**src/rtl/mem_responder_pkg.sv**
```systemverilog
// mem_responder_pkg -- shared typedefs for the memory responder slice.
//   mem_state_t : responder FSM states (IDLE, WAIT, RESP)
//   opcode_t    : latched operation of the transaction in flight
//   states_t    : coarse transaction phase for external monitors
//   cnt_width() : wait-counter width, never below one bit
package mem_responder_pkg;

  typedef enum logic [1:0] {IDLE, WAIT, RESP} mem_state_t;

  typedef enum logic {OP_RD, OP_WR} opcode_t;

  typedef enum logic [1:0] {ST_IDLE, ST_BUSY, ST_DONE} states_t;

  // $clog2(1) is 0, so a zero wait still needs a one-bit counter.
  function automatic int cnt_width(input int w);
    return (w < 1) ? 1 : $clog2(w + 1);
  endfunction

endpackage

```
**src/rtl/mem_array.sv**
```systemverilog
// mem_array -- DWIDTH x 2**AWIDTH storage, synchronous write, combinational
// read, contents never reset.
//   clk   : write clock
//   we    : write enable
//   addr  : shared read/write word address
//   wdata : write data
//   rdata : combinational read data at addr
module mem_array #(
  parameter int AWIDTH = 5,
  parameter int DWIDTH = 8
) (
  input  logic              clk,
  input  logic              we,
  input  logic [AWIDTH-1:0] addr,
  input  logic [DWIDTH-1:0] wdata,
  output logic [DWIDTH-1:0] rdata
);

  logic [DWIDTH-1:0] mem [2**AWIDTH];

  always_ff @(posedge clk)
    if (we) mem[addr] <= wdata;

  assign rdata = mem[addr];

endmodule

```
**src/rtl/mem_responder.sv**
```systemverilog
// mem_responder -- single-port memory slave with programmable wait states.
// A request strobe seen in IDLE is latched, WAIT_CYCLES wait states follow,
// then the operation commits and ack pulses for one cycle.
//   clk, rst_        : clock, asynchronous active-low reset
//   mem_rd, mem_wr   : request strobes (both high = write)
//   addr, data_in    : word address, write data
//   data_out         : registered read data, changes only when a read commits
//   ack              : one-cycle completion pulse
//   busy             : wait states in progress
//   err (MEM_ERR_EN) : pulses with ack when both strobes were high
// Optional feature macro: MEM_ERR_EN.
module mem_responder
  import mem_responder_pkg::*;
#(
  parameter int AWIDTH      = 5,
  parameter int DWIDTH      = 8,
  parameter int WAIT_CYCLES = 1
) (
  input  logic              clk,
  input  logic              rst_,
  input  logic              mem_rd,
  input  logic              mem_wr,
  input  logic [AWIDTH-1:0] addr,
  input  logic [DWIDTH-1:0] data_in,
  output logic [DWIDTH-1:0] data_out,
  output logic              ack,
`ifdef MEM_ERR_EN
  output logic              err,
`endif
  output logic              busy
);

  localparam int CW = cnt_width(WAIT_CYCLES);

  mem_state_t        state, state_nxt;
  logic [CW-1:0]     cnt, cnt_nxt;
  logic              commit;
  opcode_t           op;
  logic [AWIDTH-1:0] addr_q;
  logic [DWIDTH-1:0] data_q;
  logic [DWIDTH-1:0] rdata;

  always_comb begin
    state_nxt = state;
    cnt_nxt   = cnt;
    commit    = 1'b0;
    case (state)
      IDLE: if (mem_rd || mem_wr) begin
        state_nxt = WAIT;
        cnt_nxt   = CW'(WAIT_CYCLES);
      end
      WAIT: if (cnt == '0) begin
        state_nxt = RESP;
        commit    = 1'b1;
      end else begin
        cnt_nxt = cnt - 1'b1;
      end
      RESP:    state_nxt = IDLE;
      default: state_nxt = IDLE;
    endcase
  end

  // busy covers the counted wait states (nonzero counter); the final WAIT
  // cycle hands over to ack, so the two outputs can never overlap and a
  // zero-wait build never raises busy.
  always_ff @(posedge clk or negedge rst_) begin
    if (!rst_) begin
      state    <= IDLE;
      cnt      <= '0;
      ack      <= 1'b0;
      busy     <= 1'b0;
      data_out <= '0;
    end else begin
      state <= state_nxt;
      cnt   <= cnt_nxt;
      ack   <= commit;
      busy  <= (state == WAIT) && (cnt != '0);
      if (commit && op == OP_RD) data_out <= rdata;
    end
  end

  // Request capture; only meaningful while a transaction is in flight.
  always_ff @(posedge clk)
    if (state == IDLE && (mem_rd || mem_wr)) begin
      op     <= mem_wr ? OP_WR : OP_RD;
      addr_q <= addr;
      data_q <= data_in;
    end

`ifdef MEM_ERR_EN
  logic both_q;

  always_ff @(posedge clk)
    if (state == IDLE && (mem_rd || mem_wr)) both_q <= mem_rd && mem_wr;

  always_ff @(posedge clk or negedge rst_)
    if (!rst_) err <= 1'b0;
    else       err <= commit && both_q;
`endif

  mem_array #(.AWIDTH(AWIDTH), .DWIDTH(DWIDTH)) u_mem (
    .clk   (clk),
    .we    (commit && op == OP_WR),
    .addr  (addr_q),
    .wdata (data_q),
    .rdata (rdata)
  );

endmodule

```
**config.mk**
```make
export PLATFORM = sky130hd
export DESIGN_NAME = mem_responder
export DESIGN_NICKNAME = d
export VERILOG_FILES = /design/src/rtl/mem_responder_pkg.sv /design/src/rtl/mem_array.sv /design/src/rtl/mem_responder.sv
export SDC_FILE = /design/constraint.sdc
export NUM_CORES = 1
export LEC_CHECK = 0
export CORE_AREA = 2 2 192 194
export DETAILED_ROUTE_END_ITERATION = 7
export DIE_AREA = 0 0 194 196
export MAX_ROUTING_LAYER = met4
export PLACE_DENSITY = 0.43
export SYNTH_ARGS = -nofsm -noshare
export SYNTH_HDL_FRONTEND = slang
export SYNTH_SLANG_ARGS = --single-unit
```
**constraint.sdc**
```tcl
create_clock -name clk -period 3.3 [get_ports clk]
set_input_delay 0.99 -clock clk [delete_from_list [all_inputs] [get_ports clk]]
set_output_delay 0.99 -clock clk [all_outputs]
set_load 0.01 [all_outputs]
```
==> metrics, run 1 <==
Avg Cell Area, Syn=20.20 sq um; Hold Crit Class=reg -> reg; DRT Wirelength=26840 um; area of the die=0.03802 sq mm; final hold slack=0.5421 ns; Seq/Total Area, Yosys=0.7659; placed insts=1058; Area after DPL=0.01201 sq mm; count of buffer and inverter cells on the critical path=1; CP max-delay cell=clkdlybuf4s50_1; Final Hold Fails=0; CP required=2.31 ns; I/O pin count=27; CP Cell Sequence=clkdlybuf4s50_1; first-pass GRT wire length=39460 um; Post-CTS Hold Buffers=0; Max Slew Vio Count=0; Syn. warnings=0; Cell Pwr Density=754.1 mW/mm^2; WS Path Type=reg -> out; largest net degree at the start of global routing=47; startpoint types=register; max_slew headroom=0.1812; worst skew pair latency=0.55 ns; root buffer cell=clkbuf_16; CP arrival=1.54 ns; TritonCTS Buffers=31; Slew @ Worst Pin=1.228 ns; Post-synth ARST share=0.04594; CP max FO=2; P_leak=4.207 nW; Fin Setup TNS=0 ns; f_max=394.9 MHz; clock buffer depth=3; DRT iter0 DRCs=360; final setup violation count=0; Antenna Nets Post-Route=0; CP endpoint kind=output port; PostCTS Resize Cnt=0; Sink Count=283; Mapped Cells=545; peak supply drop=0.0003895 V; CTS tree=built; grt total ovfl=0; n_diodes=0; DR DRC count=0; vias in the first global route=5746; share of cells above drive strength 1=0.2087; initial antenna violation count=0; clock slew seen by the registers of the worst setup and hold paths=0.06 ns; RSZ-0062 raised after global routing=false; ys flop type=edfxtp_1; Layout Cells excl Fill=1115; final core utilization=0.3600; Vias=5397; Seq cells post-synth=283; Max Clock Skew=0.01242 ns; Worst path top cell family by delay=buffers and inverters; PortBufs=26; Synth Cell Area=0.01101 sq mm; CTS H-tree lvls=1; area grow syn2layout=17.97%; commonest non-fill, non-tap cells in the layout=edfxtp_1, nor2_1, buf_4; total track usage=0.1460; DR WL/cell=24.07 um; Core Area=0.03608 sq mm; Synth cell types=47; Post-synth EDFFs=270; syn_nets=562; Site Rows=70; Tmin final=2.532 ns; placer congestion estimate=0.7551; Design Area, Final=0.01299 sq mm; crit share post-route=0.7674; vias per cell=4.840; Pre-antenna DRT Iters=4; MaxCap Viol Count=0; commonest non-fill, non-tap cell in the layout=edfxtp_1; Initial Utilization=0.3051; Die H=196 um; slowest stage delay, CP=0.57 ns; setup bufs post-CTS=0; Final #Nets=640; status=finished, final reports clean; Post-DP HPWL=17180 um; chip width=194 um
==> power by group <==
| part | internal (W) | leakage, nW | switching (W) |
|---|---|---|---|
| combinational | 0.000731 | 1.14 | 0.00103 |
| clock | 0.00200 | 0.478 | 0.00133 |
| sequential | 0.00438 | 2.59 | 0.000318 |
| total | 0.00711 | 4.21 | 0.00268 |
==> worst paths after layout <==
kind / to / from / depth (start not counted) / slack [ns]
max: data_out[3] / data_out[3]$_DFFE_PN0P_ / 1 / 0.77
min: state[1]$_DFFE_PN0P_ / cnt$_DFFE_PN0P_ / 1 / 0.54
max reg2reg: data_out[7]$_DFFE_PN0P_ / addr_q[1]$_DFFE_PP_ / 5 / 0.83
min reg2reg: state[1]$_DFFE_PN0P_ / cnt$_DFFE_PN0P_ / 1 / 0.54
max in group asynchronous: data_out[1]$_DFFE_PN0P_ / rst_ / 1 / 1.97
min in group asynchronous: data_out[2]$_DFFE_PN0P_ / rst_ / 1 / 0.87
==> stage by stage <==
step | setup WS [ns] | total power, W
after floorplan | 1.189 | 0.005783
after global placement | 0.7571 | 0.006556
after detailed placement | 0.6819 | 0.006595
after CTS | 0.7232 | 0.009938
after global routing | 0.6735 | 0.01019
final | 0.7676 | 0.009795
==> cells in the mapped netlist, types with 2 or more instances <==
cell        n  share of area
nand4_1     2         0.0011
o21ai_0    11         0.0050
inv_1       2        0.00068
a31oi_1     2         0.0011
nor4_1      3         0.0017
buf_12      2         0.0036
o22ai_1    10         0.0057
and3b_1     2         0.0016
nand2b_1    3         0.0017
or3_1       2         0.0011
clkbuf_1    7         0.0024
nor2b_1     8         0.0045
edfxtp_1  270           0.74
nand3_1     2        0.00091
nor3_1      2        0.00091
nor2_1     46          0.016
and3_1      5         0.0028
buf_6       9         0.0092
mux2i_1    34          0.031
and2_1      2         0.0011
a41oi_1     6         0.0048
nand3b_1    4         0.0027
buf_4       2         0.0014
and2b_1     2         0.0014
nand4b_1    3         0.0024
nor3b_1     5         0.0034
a22oi_1     9         0.0061
nand2_1     6         0.0020
mux4_2     40          0.082
buf_2       6         0.0027
mux4_1      7          0.017
a211oi_1    3         0.0020
a32oi_1     2         0.0016
dfrtp_1    13          0.030
==> logic make-up (layout without fill, tap and decap cells) <==
logic type	Yosys count	after routing	share of synthesized area
AO/OA/AOI/OAI	51	51	0.03420
buffers and inverters	28	130	0.02000
flip-flops	283	283	0.7659
multiplexers	82	82	0.1305
AND/OR/NAND/NOR	101	101	0.04943
==> state kept, by name, indices dropped and copies added (netlist names) <==
name	flops
u_mem.mem	256
cnt	1
state	2
op	1
addr_q	5
ack	1
data_out	8
busy	1
data_q	8
==> final cells by class <==
type                    count  area (sq um)
repair buffers             71         623.1
fillers                  3363         23100
clock buffers              43         840.8
flip-flops and latches    283          8433
clock inverters            14         141.4
well taps                 468         585.6
multi-input cells         234          2357
inverters                   2         7.507
==> metal layers <==
metal | share of wire | up-vias | global-route usage
li1 | - | 2408 | -
met1 | 0.46 | 2842 | 0.1949
met2 | 0.49 | 118 | 0.2367
met3 | 0.035 | 29 | 0.01805
met4 | 0.019 | 0 | 0.04125
met5 | 0 | - | -
No activity file was read; power rests on OpenSTA's default activity.
==> run 2, diff against run 1 <==
Settings changed: PLACE_DENSITY 0.43 to 0.45.
Clock period 3.3 ns to 2.08 ns, I/O delays scaled along.
==> run 2 against run 1 <==
  * Combinational power rose by 120%
  * Sequential share of layout area decreased by 4.0 points
  * Critical endpoint is now data_out[1]$_DFFE_PN0P_
  * Die area did not move
  * Total power increased by 68%
==> metrics, run 2 (synthesis gave the netlist of run 1 again) <==
status=finished, final reports clean; DR DRC count=0 (unchanged); Worst path top cell family by delay=compound AO/OA/AOI/OAI gates; I/O pin count=27 (unchanged); Layout Cells excl Fill=1173 (+5.2%); commonest non-fill, non-tap cell in the layout=edfxtp_1; Site Rows=70 (unchanged); Initial Utilization=0.3051 (unchanged); DRT iter0 DRCs=357 (-0.83%); n_diodes=0 (unchanged); Reg area=0.008434 sq mm (about the same); CTS H-tree lvls=2 (+1); slowest stage delay, CP=0.57 ns (about the same); fill cell count=3327 (-1.1%); P_leak=4.595 nW (+9.2%); Area after DPL=0.01245 sq mm (+3.7%); crit share post-route=0.9903; Max Slew Vio Count=0 (unchanged); RSZ-0062 raised after global routing=true; CP Cell Sequence=buf_12, buf_16, mux4_1, a22o_1, a211oi_2, a41oi_2; Core Area=0.03608 sq mm (unchanged); final setup violation count=0 (unchanged); Max Clock Skew=0.01029 ns (-0.002125 ns); R2R Setup Slk=0.02 ns (-0.81 ns); Regs by FF count=u_mem.mem x256, data_out x8, data_q x8; clock buffer depth=3 (unchanged); reg2reg start=addr_q[0]$_DFFE_PP_; FF-to-FF path depth=6 (+1); peak supply drop=0.0005349 V (+37%); MaxCap Viol Count=0 (unchanged); Cell Pwr Density=1190 mW/mm^2 (+58%); grt total ovfl=0 (unchanged); count of buffer and inverter cells on the critical path=2 (+1); CP max FO=11 (+9); Tmin final=2.060 ns; Post-DP HPWL=17320 um (+0.81%); worst skew pair latency=0.50 ns (-0.05 ns); largest net degree at the start of global routing=43 (-8.5%); max_slew headroom=0.6933 (+0.5121); placer congestion estimate=0.8014 (+6.1%); PortBufs=26 (unchanged); area of the die=0.03802 sq mm (unchanged); Slew @ Worst Pin=0.4600 ns (-0.7682 ns); startpoint types=register; number of flip-flops in the largest register=256 (unchanged); CTS tree=built; Pwr Total=0.01647 W (+68%); Post-CTS Hold Buffers=0 (unchanged); Die H=196 um (unchanged); CP endpoint kind=register; Final Hold Fails=0 (unchanged); Largest Register=u_mem.mem; CP max-delay cell=mux4_1; vias per cell=4.862 (+0.44%); clock slew seen by the registers of the worst setup and hold paths=0.06 ns (about the same); chip width=194 um (unchanged); vias in the first global route=5944 (+3.4%); CP required=2.45 ns (+0.14 ns); Sink Count=283 (unchanged); Final #Nets=699 (+9.2%); area grow syn2layout=25.72%; CP arrival=2.43 ns (+0.89 ns); Vias=5703 (+5.7%); Design Area, Final=0.01384 sq mm (+6.6%); WS Path Type=reg -> reg; multi-input logic area=0.002514 sq mm (+6.6%); placed insts=1107 (+4.6%); f_max=485.5 MHz; Antenna Nets Post-Route=0 (unchanged); total track usage=0.1493 (+0.003309); Hold Crit Class=in -> async; TritonCTS Buffers=34 (+9.7%); share of cells above drive strength 1=0.3121 (+0.1034); commonest non-fill, non-tap cells in the layout=edfxtp_1, buf_4, mux4_2; FF-to-FF End=data_out[1]$_DFFE_PN0P_; DRT Wirelength=27460 um (+2.3%); root buffer cell=clkbuf_16; Pre-antenna DRT Iters=5 (+1); first-pass GRT wire length=40420 um (+2.4%); initial antenna violation count=0 (unchanged); DR WL/cell=23.41 um (-2.7%)
run 2: cell types whose count changed in the layout (fill, tap and decap cells not counted), sizes merged, moves of 2 or more:
cell | previous run | this run
buf | 45 | 101
clkdlybuf4s50 | 26 | 18
dlygate4sd2 | 0 | 7
clkbuf | 43 | 45
inv | 2 | 4
run 2: metal layers:
| layer | routed length, um | global-route usage | up-vias |
|---|---|---|---|
| li1 | - | - | 2529 |
| met5 | 0 | - | - |
| met1 | 12560 | 0.2032 | 2986 |
| met3 | 1348 | 0.02458 | 32 |
| met4 | 514 | 0.04237 | 0 |
| met2 | 13040 | 0.2329 | 156 |
run 2: worst register-to-register path: cells and delay by family (launching register included):
family                 cells  cell delay (ns)
buffers and inverters      2             0.31
flip-flops                 1             0.37
AO/OA/AOI/OAI              3             0.67
multiplexers               1             0.57
run 2: worst max-delay path by stage:
stage | depth (start not counted) | startpoint | endpoint | slack (ns)
floorplan | 6 | addr_q[1]$_DFFE_PP_ | u_mem.mem[13][0]$_DFFE_PP_ | -0.03
global placement | 6 | addr_q[0]$_DFFE_PP_ | data_out[4]$_DFFE_PN0P_ | -0.14
detailed placement | 6 | addr_q[0]$_DFFE_PP_ | data_out[4]$_DFFE_PN0P_ | -0.13
CTS | 1 | data_out[4]$_DFFE_PN0P_ | data_out[4] | 0.0008
global route | 7 | addr_q[0]$_DFFE_PP_ | data_out[1]$_DFFE_PN0P_ | -0.05
finish | 6 | addr_q[0]$_DFFE_PP_ | data_out[1]$_DFFE_PN0P_ | 0.02
run 2: where the power goes:
| part | leakage, nW | internal, W | switching (W) | total, W |
|---|---|---|---|---|
| Sequential | 2.59 | 0.00694 | 0.000174 | 0.00712 |
| Clock | 0.505 | 0.00333 | 0.00218 | 0.00551 |
| Combinational | 1.50 | 0.00166 | 0.00219 | 0.00385 |
| Total | 4.59 | 0.0119 | 0.00454 | 0.0165 |
run 2: repair_timing:
| item | CTS | global route |
|---|---|---|
| pin swaps | 0 | 15 |
| gates resized for setup | 12 | 72 |
| gates cloned | 1 | 0 |
| setup buffers | 0 | 7 |
| setup endpoints to repair | 12 | 87 |
run 2: layout make-up:
class	instances	area share
Sequential cell	283	0.6093
Tap cell	468	0.04230
Timing Repair Buffer	127	0.09157
Clock buffer	45	0.06599
Multi-Input combinational cell	234	0.1816
Clock inverter	14	0.008678
Inverter	2	0.0005423
run 2: through the flow:
stage | hold WS (ns) | setup TNS (ns) | setup WS (ns) | util
global placement | 0.4783 | -0.1936 | -0.1372 | 0.3450
detailed placement | 0.4933 | -0.2141 | -0.1319 | 0.3450
CTS | 0.4375 | 0 | 0.0008058 | 0.3749
finish | 0.4562 | 0 | 0.02023 | 0.3836
global route | 0.4704 | -0.1401 | -0.05017 | 0.3836
floorplan | 0.3284 | -3.168 | -0.03116 | -
==> RTL edit (flow settings as in run 2) <==
`DWIDTH` is set to 8 in 2 places; all go to 6.
--- a/src/rtl/mem_array.sv
+++ b/src/rtl/mem_array.sv
@@ -8,5 +8,5 @@
 module mem_array #(
   parameter int AWIDTH = 5,
-  parameter int DWIDTH = 8
+  parameter int DWIDTH = 6
 ) (
   input  logic              clk,
--- a/src/rtl/mem_responder.sv
+++ b/src/rtl/mem_responder.sv
@@ -14,5 +14,5 @@
 #(
   parameter int AWIDTH      = 5,
-  parameter int DWIDTH      = 8,
+  parameter int DWIDTH      = 6,
   parameter int WAIT_CYCLES = 1
 ) (
Ports: changed (resized data_in and data_out); port bits go from 27 to 23. No check against the original RTL was run, so the function may have changed too.
==> RTL edit against run 2 <==
Sequential share of layout area is 0.67 points lower; global-route usage is 3.8 points lower; worst hold slack better by 0.030 ns; maximum frequency is 1.5% higher; final cell count is 13% lower; setup slack better by 0.031 ns; critical path type unchanged; largest power group unchanged; sequential cell count is 68 lower; synthesized area is 24% lower; power is 21% lower; sequential power is 18% lower; routed wire length is 24% lower; final area is 23% lower.
==> RTL edit: results (changes against run 2) <==
[grt]
grt_max_degree=48  ; +12%
met2_usage_pct=17.3  ; -6.0 points
grt_pass1_vias=4754  ; -20%
grt_use_met3_pct=2.49  ; +0.034 points

[route]
dr_wl_met2_um=9750  ; -25%
drtIter0Drc=405  ; +13%
vias_per_cell=4.35  ; -11%

[synthesis]
synth_edf_count=204  ; -24%
synth_area_leaders=edfxtp_1 (73%), mux4_2 (7.8%), dfrtp_1 (3.3%)

[final_layout]
drive_gt1_share_pct=27.3  ; -3.9 points

[setup_path]
r2r_setup_slack_ns=0.05  ; +0.03 ns
slowest_delay_ns=0.53  ; -0.04 ns

[clock_tree]
cts-resized-gates=9  ; -3
cts-buffers-inserted=25  ; -26%
h-tree-depth=1  ; -1

[power]
p_int_w=0.00944  ; -21%
powerDensity_mw_per_mm2=1230  ; +3.0%

[timing]
worst_pin_slew_ns=1.19  ; +0.734 ns
whs_ns=0.487  ; +0.0303 ns
fin_skew_ns=0.0192  ; +0.00891 ns
max_freq_mhz=493  ; +1.5%

[placed_design]
gp_congestion=0.807  ; +0.65%
pre_cts_ws_ns=-0.126  ; +0.00564 ns
dp_hpwl_um=13100  ; -24%

[run_status]
outcome=completed

==> RTL edit: cell types whose count changed in the layout (fill, tap and decap cells not counted), moves of 5 or more <==
cell,delta
nor3_1,+5
buf_6,-14
clkbuf_16,-8
edfxtp_1,-66
nor2_4,-10
nand2_1,+9
clkbuf_1,-8
buf_8,-5
a31oi_1,+5
nor2_1,+5
mux2i_1,-9
nand3_1,+6
mux4_2,-12
==> RTL edit: logic make-up (layout without fill, tap and decap cells) <==
logic type | Yosys count | count (layout) | share of synthesized area [%]
other | 0 | 1 | 0
DFF | 215 | 215 | 76.3
AOI/OAI and AO/OA | 46 | 46 | 3.92
and+or+nand+nor | 89 | 89 | 4.95
muxes | 61 | 61 | 12.8
buffers and inverters | 28 | 146 | 2.10
==> RTL edit: critical path, delay by kind of cell (launching register included) <==
family / cells / cell delay (ns)
buf+inv: 2 / 0.36
mux: 1 / 0.53
flops: 1 / 0.45
compound gates: 3 / 0.55
==> RTL edit: final timing paths <==
check,cells after the start,endpoint,startpoint
min reg2reg,1,ack$_DFF_PN0_,cnt$_DFFE_PN0P_
max in group asynchronous,1,data_out[1]$_DFFE_PN0P_,rst_
min,1,ack$_DFF_PN0_,rst_
max,6,data_out[1]$_DFFE_PN0P_,addr_q[0]$_DFFE_PP_
max reg2reg,6,data_out[1]$_DFFE_PN0P_,addr_q[0]$_DFFE_PP_
min in group clk,1,ack$_DFF_PN0_,cnt$_DFFE_PN0P_
==> RTL edit: layout make-up <==
cell class	instances	share of cell area, %
clock inverters	18	2.31
repair buffers	96	8.27
diodes	1	0.0236
clock buffers	27	5.96
inverters	5	0.177
multi-input cells	196	17.5
flip-flops and latches	215	60.3
well taps	468	5.51
